<file path="src/rtl/fwd_hazard_ctrl_pkg.sv">
`default_nettype none
// ============================================================================
// Module      : fwd_hazard_ctrl_pkg
// Description : Shared types, select encodings and slot-match helper for the
//               EX-stage forwarding / load-use hazard controller.
// Revision    : 1.0 - initial release
// ============================================================================
package fwd_hazard_ctrl_pkg;

    localparam int REG_AW_DEFAULT = 5;

    localparam logic [1:0] FWD_RF    = 2'b00;
    localparam logic [1:0] FWD_MEMWB = 2'b01;
    localparam logic [1:0] FWD_EXMEM = 2'b10;

    // Slot width is fixed here; the top REG_AW must not exceed REG_AW_DEFAULT.
    typedef struct packed {
        logic                      vld;
        logic [REG_AW_DEFAULT-1:0] dest;
        logic                      regwrite;
        logic                      memread;
    } slot_t;

    function automatic logic slot_match(input slot_t s, input logic [REG_AW_DEFAULT-1:0] r);
        return s.vld & s.regwrite & (s.dest == r) & (r != '0);
    endfunction

endpackage : fwd_hazard_ctrl_pkg
`default_nettype wire

</file>
<file path="src/rtl/fwd_hazard_ctrl_if.sv">
`default_nettype none
// ============================================================================
// Module      : fwd_hazard_ctrl_if
// Description : ID-stage instruction info in, operand selects and stall out.
//               Perf ports exist only when FWD_HAZARD_PERF_EN is defined.
// Revision    : 1.0 - initial release
// ============================================================================
interface fwd_hazard_ctrl_if #(
    parameter int REG_AW = 5
);
    logic              id_valid;
    logic [REG_AW-1:0] id_rs;
    logic [REG_AW-1:0] id_rt;
    logic              id_uses_rs;
    logic              id_uses_rt;
    logic [REG_AW-1:0] id_dest;
    logic              id_regwrite;
    logic              id_memread;
    logic              flush;
    logic [1:0]        ex_fwd_a_sel;
    logic [1:0]        ex_fwd_b_sel;
    logic              stall;
`ifdef FWD_HAZARD_PERF_EN
    logic              perf_clr;
    logic [31:0]       stall_cnt;
    logic [31:0]       fwd_cnt;
`endif

    modport master (
        output id_valid, id_rs, id_rt, id_uses_rs, id_uses_rt,
        output id_dest, id_regwrite, id_memread, flush,
`ifdef FWD_HAZARD_PERF_EN
        output perf_clr,
        input  stall_cnt, fwd_cnt,
`endif
        input  ex_fwd_a_sel, ex_fwd_b_sel, stall
    );

    modport slave (
        input  id_valid, id_rs, id_rt, id_uses_rs, id_uses_rt,
        input  id_dest, id_regwrite, id_memread, flush,
`ifdef FWD_HAZARD_PERF_EN
        input  perf_clr,
        output stall_cnt, fwd_cnt,
`endif
        output ex_fwd_a_sel, ex_fwd_b_sel, stall
    );

endinterface : fwd_hazard_ctrl_if
`default_nettype wire

</file>
<file path="src/rtl/fwd_hazard_ctrl_fwd_sel_calc.sv">
`default_nettype none
// ============================================================================
// Module      : fwd_sel_calc
// Description : Combinational forwarding select for one source operand.
// Revision    : 1.0 - initial release
// ============================================================================
module fwd_sel_calc
    import fwd_hazard_ctrl_pkg::*;
(
    input  wire logic                      uses,
    input  wire logic [REG_AW_DEFAULT-1:0] src,
    input  wire slot_t                     ex_slot,
    input  wire slot_t                     mem_slot,
    output logic [1:0]                     sel
);

    // The youngest producer (EX) wins when both EX and MEM write the register.
    always_comb begin
        sel = FWD_RF;
        if (uses && slot_match(ex_slot, src)) begin
            sel = FWD_EXMEM;
        end else if (uses && slot_match(mem_slot, src)) begin
            sel = FWD_MEMWB;
        end
    end

endmodule : fwd_sel_calc
`default_nettype wire

</file>
<file path="src/rtl/fwd_hazard_ctrl.sv">
`default_nettype none
// ============================================================================
// Module      : fwd_hazard_ctrl
// Description : EX-stage forwarding select and load-use stall controller with
//               an internal EX/MEM/WB shadow pipeline. Optional perf counters
//               are enabled by defining FWD_HAZARD_PERF_EN.
// Revision    : 1.0 - initial release
// ============================================================================
module fwd_hazard_ctrl
    import fwd_hazard_ctrl_pkg::*;
#(
    parameter int REG_AW = REG_AW_DEFAULT
) (
    input  wire logic        clk,
    input  wire logic        rst_n,
    fwd_hazard_ctrl_if.slave bus
);

    localparam slot_t C_BUBBLE = '{vld: 1'b0, dest: '0, regwrite: 1'b0, memread: 1'b0};

    slot_t                     r_ex;
    slot_t                     r_mem;
    slot_t                     r_wb;
    logic [1:0]                r_sel_a;
    logic [1:0]                r_sel_b;

    logic [REG_AW_DEFAULT-1:0] w_rs;
    logic [REG_AW_DEFAULT-1:0] w_rt;
    logic [REG_AW_DEFAULT-1:0] w_dest;
    logic [1:0]                w_sel_a;
    logic [1:0]                w_sel_b;
    logic                      w_hazard;
    logic                      w_stall;
    logic                      w_load;

    assign w_rs   = REG_AW_DEFAULT'(bus.id_rs);
    assign w_rt   = REG_AW_DEFAULT'(bus.id_rt);
    assign w_dest = REG_AW_DEFAULT'(bus.id_dest);

    fwd_sel_calc u_sel_a (
        .uses     (bus.id_uses_rs),
        .src      (w_rs),
        .ex_slot  (r_ex),
        .mem_slot (r_mem),
        .sel      (w_sel_a)
    );

    fwd_sel_calc u_sel_b (
        .uses     (bus.id_uses_rt),
        .src      (w_rt),
        .ex_slot  (r_ex),
        .mem_slot (r_mem),
        .sel      (w_sel_b)
    );

    // A load in EX cannot forward yet; the consumer must wait one cycle.
    assign w_hazard = r_ex.memread & bus.id_valid &
                      ((bus.id_uses_rs & slot_match(r_ex, w_rs)) |
                       (bus.id_uses_rt & slot_match(r_ex, w_rt)));
    assign w_stall  = w_hazard & ~bus.flush;
    assign w_load   = bus.id_valid & ~w_stall & ~bus.flush;

    always_ff @(posedge clk or negedge rst_n) begin
        if (!rst_n) begin
            r_ex    <= C_BUBBLE;
            r_mem   <= C_BUBBLE;
            r_wb    <= C_BUBBLE;
            r_sel_a <= FWD_RF;
            r_sel_b <= FWD_RF;
        end else begin
            r_wb  <= r_mem;
            r_mem <= r_ex;
            if (w_load) begin
                r_ex    <= '{vld: 1'b1, dest: w_dest,
                             regwrite: bus.id_regwrite, memread: bus.id_memread};
                r_sel_a <= w_sel_a;
                r_sel_b <= w_sel_b;
            end else begin
                r_ex    <= C_BUBBLE;
                r_sel_a <= FWD_RF;
                r_sel_b <= FWD_RF;
            end
        end
    end

    assign bus.ex_fwd_a_sel = r_sel_a;
    assign bus.ex_fwd_b_sel = r_sel_b;
    assign bus.stall        = w_stall;

`ifdef FWD_HAZARD_PERF_EN
    logic [31:0] r_stall_cnt;
    logic [31:0] r_fwd_cnt;
    logic        w_fwd_inc;

    assign w_fwd_inc = w_load & ((w_sel_a != FWD_RF) | (w_sel_b != FWD_RF));

    // Clear has priority over increment; both counters saturate.
    always_ff @(posedge clk or negedge rst_n) begin
        if (!rst_n) begin
            r_stall_cnt <= '0;
            r_fwd_cnt   <= '0;
        end else if (bus.perf_clr) begin
            r_stall_cnt <= '0;
            r_fwd_cnt   <= '0;
        end else begin
            if (w_stall && (r_stall_cnt != '1)) begin
                r_stall_cnt <= r_stall_cnt + 32'd1;
            end
            if (w_fwd_inc && (r_fwd_cnt != '1)) begin
                r_fwd_cnt <= r_fwd_cnt + 32'd1;
            end
        end
    end

    assign bus.stall_cnt = r_stall_cnt;
    assign bus.fwd_cnt   = r_fwd_cnt;
`endif

endmodule : fwd_hazard_ctrl
`default_nettype wire
</file>
<file path="src/flat_wrapper.sv">
// flat-port wrapper written by rule: the top's interface ports become plain ports
module fwd_hazard_ctrl_flat import fwd_hazard_ctrl_pkg::*;
#(
    parameter int REG_AW = REG_AW_DEFAULT
)
  (clk, rst_n, bus_id_valid, bus_id_rs, bus_id_rt, bus_id_uses_rs, bus_id_uses_rt, bus_id_dest, bus_id_regwrite, bus_id_memread, bus_flush, bus_ex_fwd_a_sel, bus_ex_fwd_b_sel, bus_stall);
  fwd_hazard_ctrl_if #(.REG_AW(REG_AW)) bus_i ();
  input  wire logic clk;
  input  wire logic rst_n;
  input wire logic [$bits(bus_i.id_valid)-1:0] bus_id_valid;
  input wire logic [$bits(bus_i.id_rs)-1:0] bus_id_rs;
  input wire logic [$bits(bus_i.id_rt)-1:0] bus_id_rt;
  input wire logic [$bits(bus_i.id_uses_rs)-1:0] bus_id_uses_rs;
  input wire logic [$bits(bus_i.id_uses_rt)-1:0] bus_id_uses_rt;
  input wire logic [$bits(bus_i.id_dest)-1:0] bus_id_dest;
  input wire logic [$bits(bus_i.id_regwrite)-1:0] bus_id_regwrite;
  input wire logic [$bits(bus_i.id_memread)-1:0] bus_id_memread;
  input wire logic [$bits(bus_i.flush)-1:0] bus_flush;
  output wire logic [$bits(bus_i.ex_fwd_a_sel)-1:0] bus_ex_fwd_a_sel;
  output wire logic [$bits(bus_i.ex_fwd_b_sel)-1:0] bus_ex_fwd_b_sel;
  output wire logic [$bits(bus_i.stall)-1:0] bus_stall;
  assign bus_i.id_valid = bus_id_valid;
  assign bus_i.id_rs = bus_id_rs;
  assign bus_i.id_rt = bus_id_rt;
  assign bus_i.id_uses_rs = bus_id_uses_rs;
  assign bus_i.id_uses_rt = bus_id_uses_rt;
  assign bus_i.id_dest = bus_id_dest;
  assign bus_i.id_regwrite = bus_id_regwrite;
  assign bus_i.id_memread = bus_id_memread;
  assign bus_i.flush = bus_flush;
  assign bus_ex_fwd_a_sel = bus_i.ex_fwd_a_sel;
  assign bus_ex_fwd_b_sel = bus_i.ex_fwd_b_sel;
  assign bus_stall = bus_i.stall;
  fwd_hazard_ctrl #(.REG_AW(REG_AW)) u_core (.clk(clk), .rst_n(rst_n), .bus(bus_i));
endmodule
</file>
<file path="config.mk">
export PLATFORM = sky130hd
export DESIGN_NAME = fwd_hazard_ctrl_flat
export DESIGN_NICKNAME = d
export VERILOG_FILES = /design/src/rtl/fwd_hazard_ctrl_pkg.sv /design/src/rtl/fwd_hazard_ctrl_if.sv /design/src/rtl/fwd_hazard_ctrl_fwd_sel_calc.sv /design/src/rtl/fwd_hazard_ctrl.sv /design/src/flat_wrapper.sv
export SDC_FILE = /design/constraint.sdc
export NUM_CORES = 1
export LEC_CHECK = 0
export BUFFER_PORTS_ARGS = -buffer_cell sky130_fd_sc_hd__buf_2
export CAP_MARGIN = 20
export CORE_UTILIZATION = 43
export DETAILED_ROUTE_END_ITERATION = 7
export PLACE_DENSITY = 0.72
export SLEW_MARGIN = 0
export SYNTH_ARGS = -nofsm -noshare
export SYNTH_HDL_FRONTEND = slang
export SYNTH_SLANG_ARGS = --single-unit
</file>
<file path="constraint.sdc">
create_clock -name clk -period 1.7 [get_ports clk]
set_input_delay 0.255 -clock clk [delete_from_list [all_inputs] [get_ports clk]]
set_output_delay 0.255 -clock clk [all_outputs]
set_load 0.05 [all_outputs]
</file>
==> results of run 1 <==
## worst min-delay path: stages
cell	delay (ns)
buf_2	0.09
nand2_1	0.04
nor2_1	0.03
## cells by family (layout without fill, tap and decap cells)
logic type / after synthesis / in the layout / synth area share
buffers and inverters: 2 / 44 / 0.0101
flip-flops: 19 / 19 / 0.548
AO/OA/AOI/OAI: 5 / 5 / 0.0389
XOR/XNOR: 20 / 20 / 0.202
AND/OR/NAND/NOR: 33 / 33 / 0.202
## area by class of cell
cell class | instances | area, sq um | share of cell area
Sequential cell | 19 | 475 | 0.395
Multi-Input combinational cell | 58 | 424 | 0.352
Timing Repair Buffer | 40 | 245 | 0.204
Tap cell | 25 | 31.3 | 0.0260
Clock buffer | 3 | 22.5 | 0.0187
Clock inverter | 1 | 5.00 | 0.00416
## state kept, by name (all words and copies together) (netlist names)
signal,flops
u_core.bus.ex_fwd_a_sel,2
u_core.bus.ex_fwd_b_sel,2
u_core.r_mem,7
u_core.r_ex,8
## power breakdown
part | internal (uW) | switching, uW | total (uW)
combinational | 67.6 | 58.7 | 126
clock | 87.7 | 137 | 225
sequential | 466 | 13.2 | 479
total | 621 | 209 | 830
## per-layer routing
layer  track usage  routed length [um]
met1         0.241                 814
met4         0.103                  12
met2         0.350                 898
met5             0                   0
met3        0.0269                  71
## per-stage QoR
step | setup slack, ns | instances | hold slack, ns
final | -0.338 | 146 | 0.150
after global routing | -0.467 | 146 | 0.149
after CTS | -0.369 | 146 | 0.138
after detailed placement | -0.255 | 141 | 0.214
after global placement | -0.248 | 141 | 0.202
after floorplan | -0.0692 | 79 | -0.0406
## worst max path at each step
stage	end	slack [ns]	from	cells past startpoint
after floorplan	bus_stall	-0.07	bus_id_rs[3]	6
after global placement	bus_stall	-0.25	bus_id_rs[3]	7
after detailed placement	bus_stall	-0.26	bus_id_rs[3]	7
after CTS	bus_stall	-0.37	u_core.r_ex[6]	6
after global routing	bus_stall	-0.47	u_core.r_ex[6]	6
final	bus_stall	-0.34	u_core.r_ex[6]	6
## what timing repair did
action                                 in CTS  in global routing
pin swaps                                   1                  0
resized for setup                           4                  1
hold buffers                                1                  0
setup endpoints to repair                   1                  1
cloned                                      0                  0
endpoints found under the hold margin      19                  0
## cells in the final DEF, fill, tap and decap left out
cell / count
nor3b_1: 2
buf_8: 1
nor2b_1: 1
or4_4: 2
a211oi_1: 1
xor2_1: 4
nand2_1: 8
o21a_1: 1
clkbuf_4: 3
buf_4: 12
or4_1: 1
nand2b_1: 1
and2_4: 1
nor4_1: 1
o21ai_2: 2
buf_2: 26
dfrtp_1: 19
nor2_1: 8
dlygate4sd3_1: 1
nor4_4: 2
xnor2_1: 16
nand3_1: 1
nand4_1: 5
a21oi_1: 1
clkinv_2: 1
==> results.toml, run 1 <==
[cts]
cts_tree = "yes"
clock-sinks = 19
root_buffer = "clkbuf_4"
clock_latency_ns = 0.30
htreeDepth = 1
clockBufferDepth = 2
cts_buffers = 3
clkSlewWorstSetupHoldPaths_ns = 0.11
cts_setup_buffers = 0

[run_status]
status = "complete, but fails checks"
violations = "negative setup slack"

[timing]
finalSetupTns_ns = -0.338
clock_skew_ns = 0.00645
final.min_clock_period_ns = 2.04
finalSetupViolCount = 1
hold_violations = 0
finalCritPeriodShare = 1.20
fin_ws_ns = -0.338
worst_pin_slew_ns = 0.427
finalMaxSlewViolations = 0
clock.fmax_mhz = 491
rsz0062_at_grt = "yes"
max_slew_margin = 0.716

[yosys]
synth.most_common_cell = "dfrtp_1"
synth_edf_count = 0
synth_commonest_cells = "dfrtp_1 (19), xnor2_1 (16), nand2_1 (8), nor2_1 (8), nand4_1 (5)"
syn_area_per_cell_sq_um = 11.0
synth_cells = 79
synth-async-reset-ratio = 1.00
yosysTopAreaCellShare = 0.548
syn_nets = 102
synth_top_area_cell = "dfrtp_1"
post_synth_main_area_contributors = "dfrtp_1 (55%), xnor2_1 (16%), xor2_1 (4.0%)"
ys_seq_area_frac = 0.548
synthesis.area_sq_um = 868
synth_seq_cells = 19
ys.flop_type = "dfrtp_1"
yosysUniqueCellTypes = 21
yosysWarnings = 0

[die]
ios = 28
die_y_um = 46.9
fp.dieW_um = 46.9
core_sq_um = 1800
std_cell_rows = 15
fp.dieArea_sq_um = 2200
start_util = 0.482

[power]
p_total_uw = 830
peakVddDrop_mv = 0.462
p_leak_uw = 0.000576
powerDensity_nw_per_um2 = 690

[worst_setup_path]
cp-end-kind = "output port"
rr_startpoint = "u_core.r_ex[6]"
r2r_slack_ns = 0.17
cp.arrival_ns = 1.78
crit_family = "simple AND/OR/NAND/NOR gates"
ff2ff_path_depth = 5
crit_required_ns = 1.44
startpoint_type = "register"
crit_type = "register to output port"
slowest_stage = "dfrtp_1"
max_stage_delay_ns = 0.44
cp_cell_sequence = "xnor2_1 -> nand4_1 -> nor4_4 -> o21a_1 -> and2_4 -> buf_8"
r2r_end = "u_core.bus.ex_fwd_b_sel[0]"
cp.buffers_inverters = 1
critPathMaxFanout = 3

[hold_path]
min_from = "bus_id_memread"
hold_path.class = "primary input to register"
min_to = "u_core.r_ex[0]"
hold_path_depth = 3

[routing]
routed_wl_mm = 1.80
dr.pass1.iters = 2
drt-initial-drc-count = 3
routed_via_density = 4.75
route.detailed.drc = 0
wl_per_cell_um = 12.3
postRouteAntennaNets = 0
vias = 693

[global_routing]
grt_max_degree = 20
grt_antenna_before_repair = 0
grt_usage = 0.200
grt_pass1_wl_mm = 2.93
grt_pass1_vias = 708
grt.overflow.total = 0

[layout]
design_area_sq_um = 1200
finish.utilization = 0.668
drive_above_1_share = 0.413
fill_cells = 150
areaGrowthSynthToFinish_pct = 38.6
n_antenna_cell = 0
nets = 145

[placement]
dp_hpwl_mm = 1.43
portBuffers = 27
placed_cell_area_sq_um = 1140
gp_congestion = 0.841

[job]
cap_viol_max_count = 0
No activity file was read; power rests on OpenSTA's default activity.
==> inputs of run 2 (changes only) <==
--- a/config.mk
+++ b/config.mk
@@ -10,6 +10,7 @@
 export CORE_UTILIZATION = 43
 export DETAILED_ROUTE_END_ITERATION = 7
 export PLACE_DENSITY = 0.72
+export SKIP_CTS_REPAIR_TIMING = 1
 export SLEW_MARGIN = 0
 export SYNTH_ARGS = -nofsm -noshare
 export SYNTH_HDL_FRONTEND = slang
==> run 2 against run 1 <==
Net effect:
- the run still ends with negative setup slack left
- register-to-register slack got worse by 0.06 ns
- final area rose by 1.9%
- non-clock buffer count rose by 2
- cell count rose by 1.4%
- combinational power rose by 3%
- worst hold slack improved by 0.0015 ns
- wire length rose by 6.0%
==> results.toml, run 2 (synthesis results as in run 1) <==
[run_status]
status = "complete, but fails checks"
violations = "negative setup slack"

[timing]
clock.fmax_mhz = 483
max_slew_margin = 0.720
rsz0062_at_grt = "yes"
finalSetupViolCount = 1
final.min_clock_period_ns = 2.07
finalCritPeriodShare = 1.22
hold_violations = 0
worst_pin_slew_ns = 0.419
clock_skew_ns = 0.00550
fin_ws_ns = -0.370
fin_hold_ws_ns = 0.152
finalMaxSlewViolations = 0

[layout]
drive_above_1_share = 0.431
final_common_cell = "buf_2"
n_antenna_cell = 0
design_area_sq_um = 1230
fill_cells = 149
final_cell_mix = "buf_2 (26), dfrtp_1 (19), xnor2_1 (15)"
final_cells = 148
top_register = "u_core.r_ex"
largest_reg_flops = 8
top_regs = "u_core.r_ex x8, u_core.r_mem x7"
areaGrowthSynthToFinish_pct = 41.2
finish.utilization = 0.681
nets = 147

[routing]
route.detailed.drc = 0
routed_wl_mm = 1.90
dr.pass1.iters = 6
wl_per_cell_um = 12.9
vias = 701
topRoutingLayerUsed = "met4"
routed_via_density = 4.74
wl_met1_um = 822
postRouteAntennaNets = 0
drt-initial-drc-count = 7
dr_wl_met2_um = 983
wl_met3_um = 86

[power]
p_sw_uw = 210
p_leak_uw = 0.000592
power_frac_comb = 0.156
p_int_uw = 623
swShare = 0.252
p_total_uw = 834
peakVddDrop_mv = 0.493
clock_power_share = 0.269
powerDensity_nw_per_um2 = 680
sequentialPowerShare = 0.575

[global_routing]
grt_max_degree = 20
grt_usage = 0.200
grt_antenna_before_repair = 0
grt_pass1_vias = 704
grt_pass1_wl_mm = 2.94
grt.overflow.total = 0

[die]
ios = 28
start_util = 0.482
core_sq_um = 1800
fp.dieW_um = 46.9
std_cell_rows = 15
fp.dieArea_sq_um = 2200
die_y_um = 46.9

[worst_setup_path]
crit_type = "register to output port"
slowest_stage = "dfrtp_1"
crit_path_start = "u_core.r_ex[6]"
crit_required_ns = 1.44
cp-end-kind = "output port"
max_stage_delay_ns = 0.44
critPathMaxFanout = 3
cp.arrival_ns = 1.81
cp.buffers_inverters = 1
crit_family = "simple AND/OR/NAND/NOR gates"
startpoint_type = "register"
cp_cell_sequence = "xnor2_1 -> nand4_1 -> nor4_4 -> o21a_1 -> and2_4 -> buf_8"
rr_startpoint = "u_core.r_ex[2]"

[cts]
htreeDepth = 1
root_buffer = "clkbuf_4"
clkSlewWorstSetupHoldPaths_ns = 0.11
cts_buffers = 3
cts_tree = "yes"
clockBufferDepth = 2
clock_latency_ns = 0.30
clock-sinks = 19

[job]
cap_viol_max_count = 0

[placement]
dp_cells = 141
placed_cell_area_sq_um = 1140
gp_congestion = 0.841
portBuffers = 27
dp_hpwl_mm = 1.43

[hold_path]
min_from = "bus_id_memread"
hold_path.class = "primary input to register"
==> run 2: through the flow <==
| step | TNS (ns) | setup slack (ns) |
|---|---|---|
| 2_1_floorplan | -0.0692 | -0.0692 |
| 3_3_place_gp | -0.386 | -0.248 |
| 3_5_place_dp | -0.435 | -0.255 |
| 4_1_cts | -0.606 | -0.606 |
| 5_1_grt | -0.507 | -0.507 |
| 6_report | -0.370 | -0.370 |
==> run 2: cell type report <==
class                   count  area, sq um  area share
multi-input cells          58          432       0.352
repair buffers             42          260       0.212
flip-flops and latches     19          475       0.388
clock inverters             1         5.00     0.00408
clock buffers               3         22.5      0.0184
well taps                  25         31.3      0.0255
==> run 2: worst paths after layout <==
kind	endpoint	slack (ns)	cells past startpoint
worst min-delay path	u_core.r_ex[0]	0.15	3
min in group asynchronous	u_core.r_ex[7]	0.41	2
worst min register to register	u_core.r_mem[7]	0.38	0
max in group asynchronous	u_core.r_mem[6]	1.00	2
worst max register to register	u_core.bus.ex_fwd_b_sel[0]	0.11	4
worst max-delay path	bus_stall	-0.37	6
==> run 2: worst reg2reg max path: stages, from the launching register on <==
cell and delay (ns):
dfrtp_1 0.43, xor2_1 0.28, nor4_4 0.09, or4_1 0.54, a21oi_1 0.17
==> run 2: metal layers <==
layer | track usage | up-vias
met3 | 0.0269 | 2
met4 | 0.103 | 0
li1 | - | 356
met2 | 0.342 | 19
met5 | 0 | -
met1 | 0.248 | 324
==> run 2: power groups by stage <==
stage | registers (uW) | clock network, uW | logic (uW)
2_1_floorplan | 485 | 0 | 52.3
3_3_place_gp | 487 | 0 | 119
3_5_place_dp | 488 | 0 | 122
4_1_cts | 479 | 236 | 123
5_1_grt | 481 | 247 | 144
6_report | 479 | 224 | 130
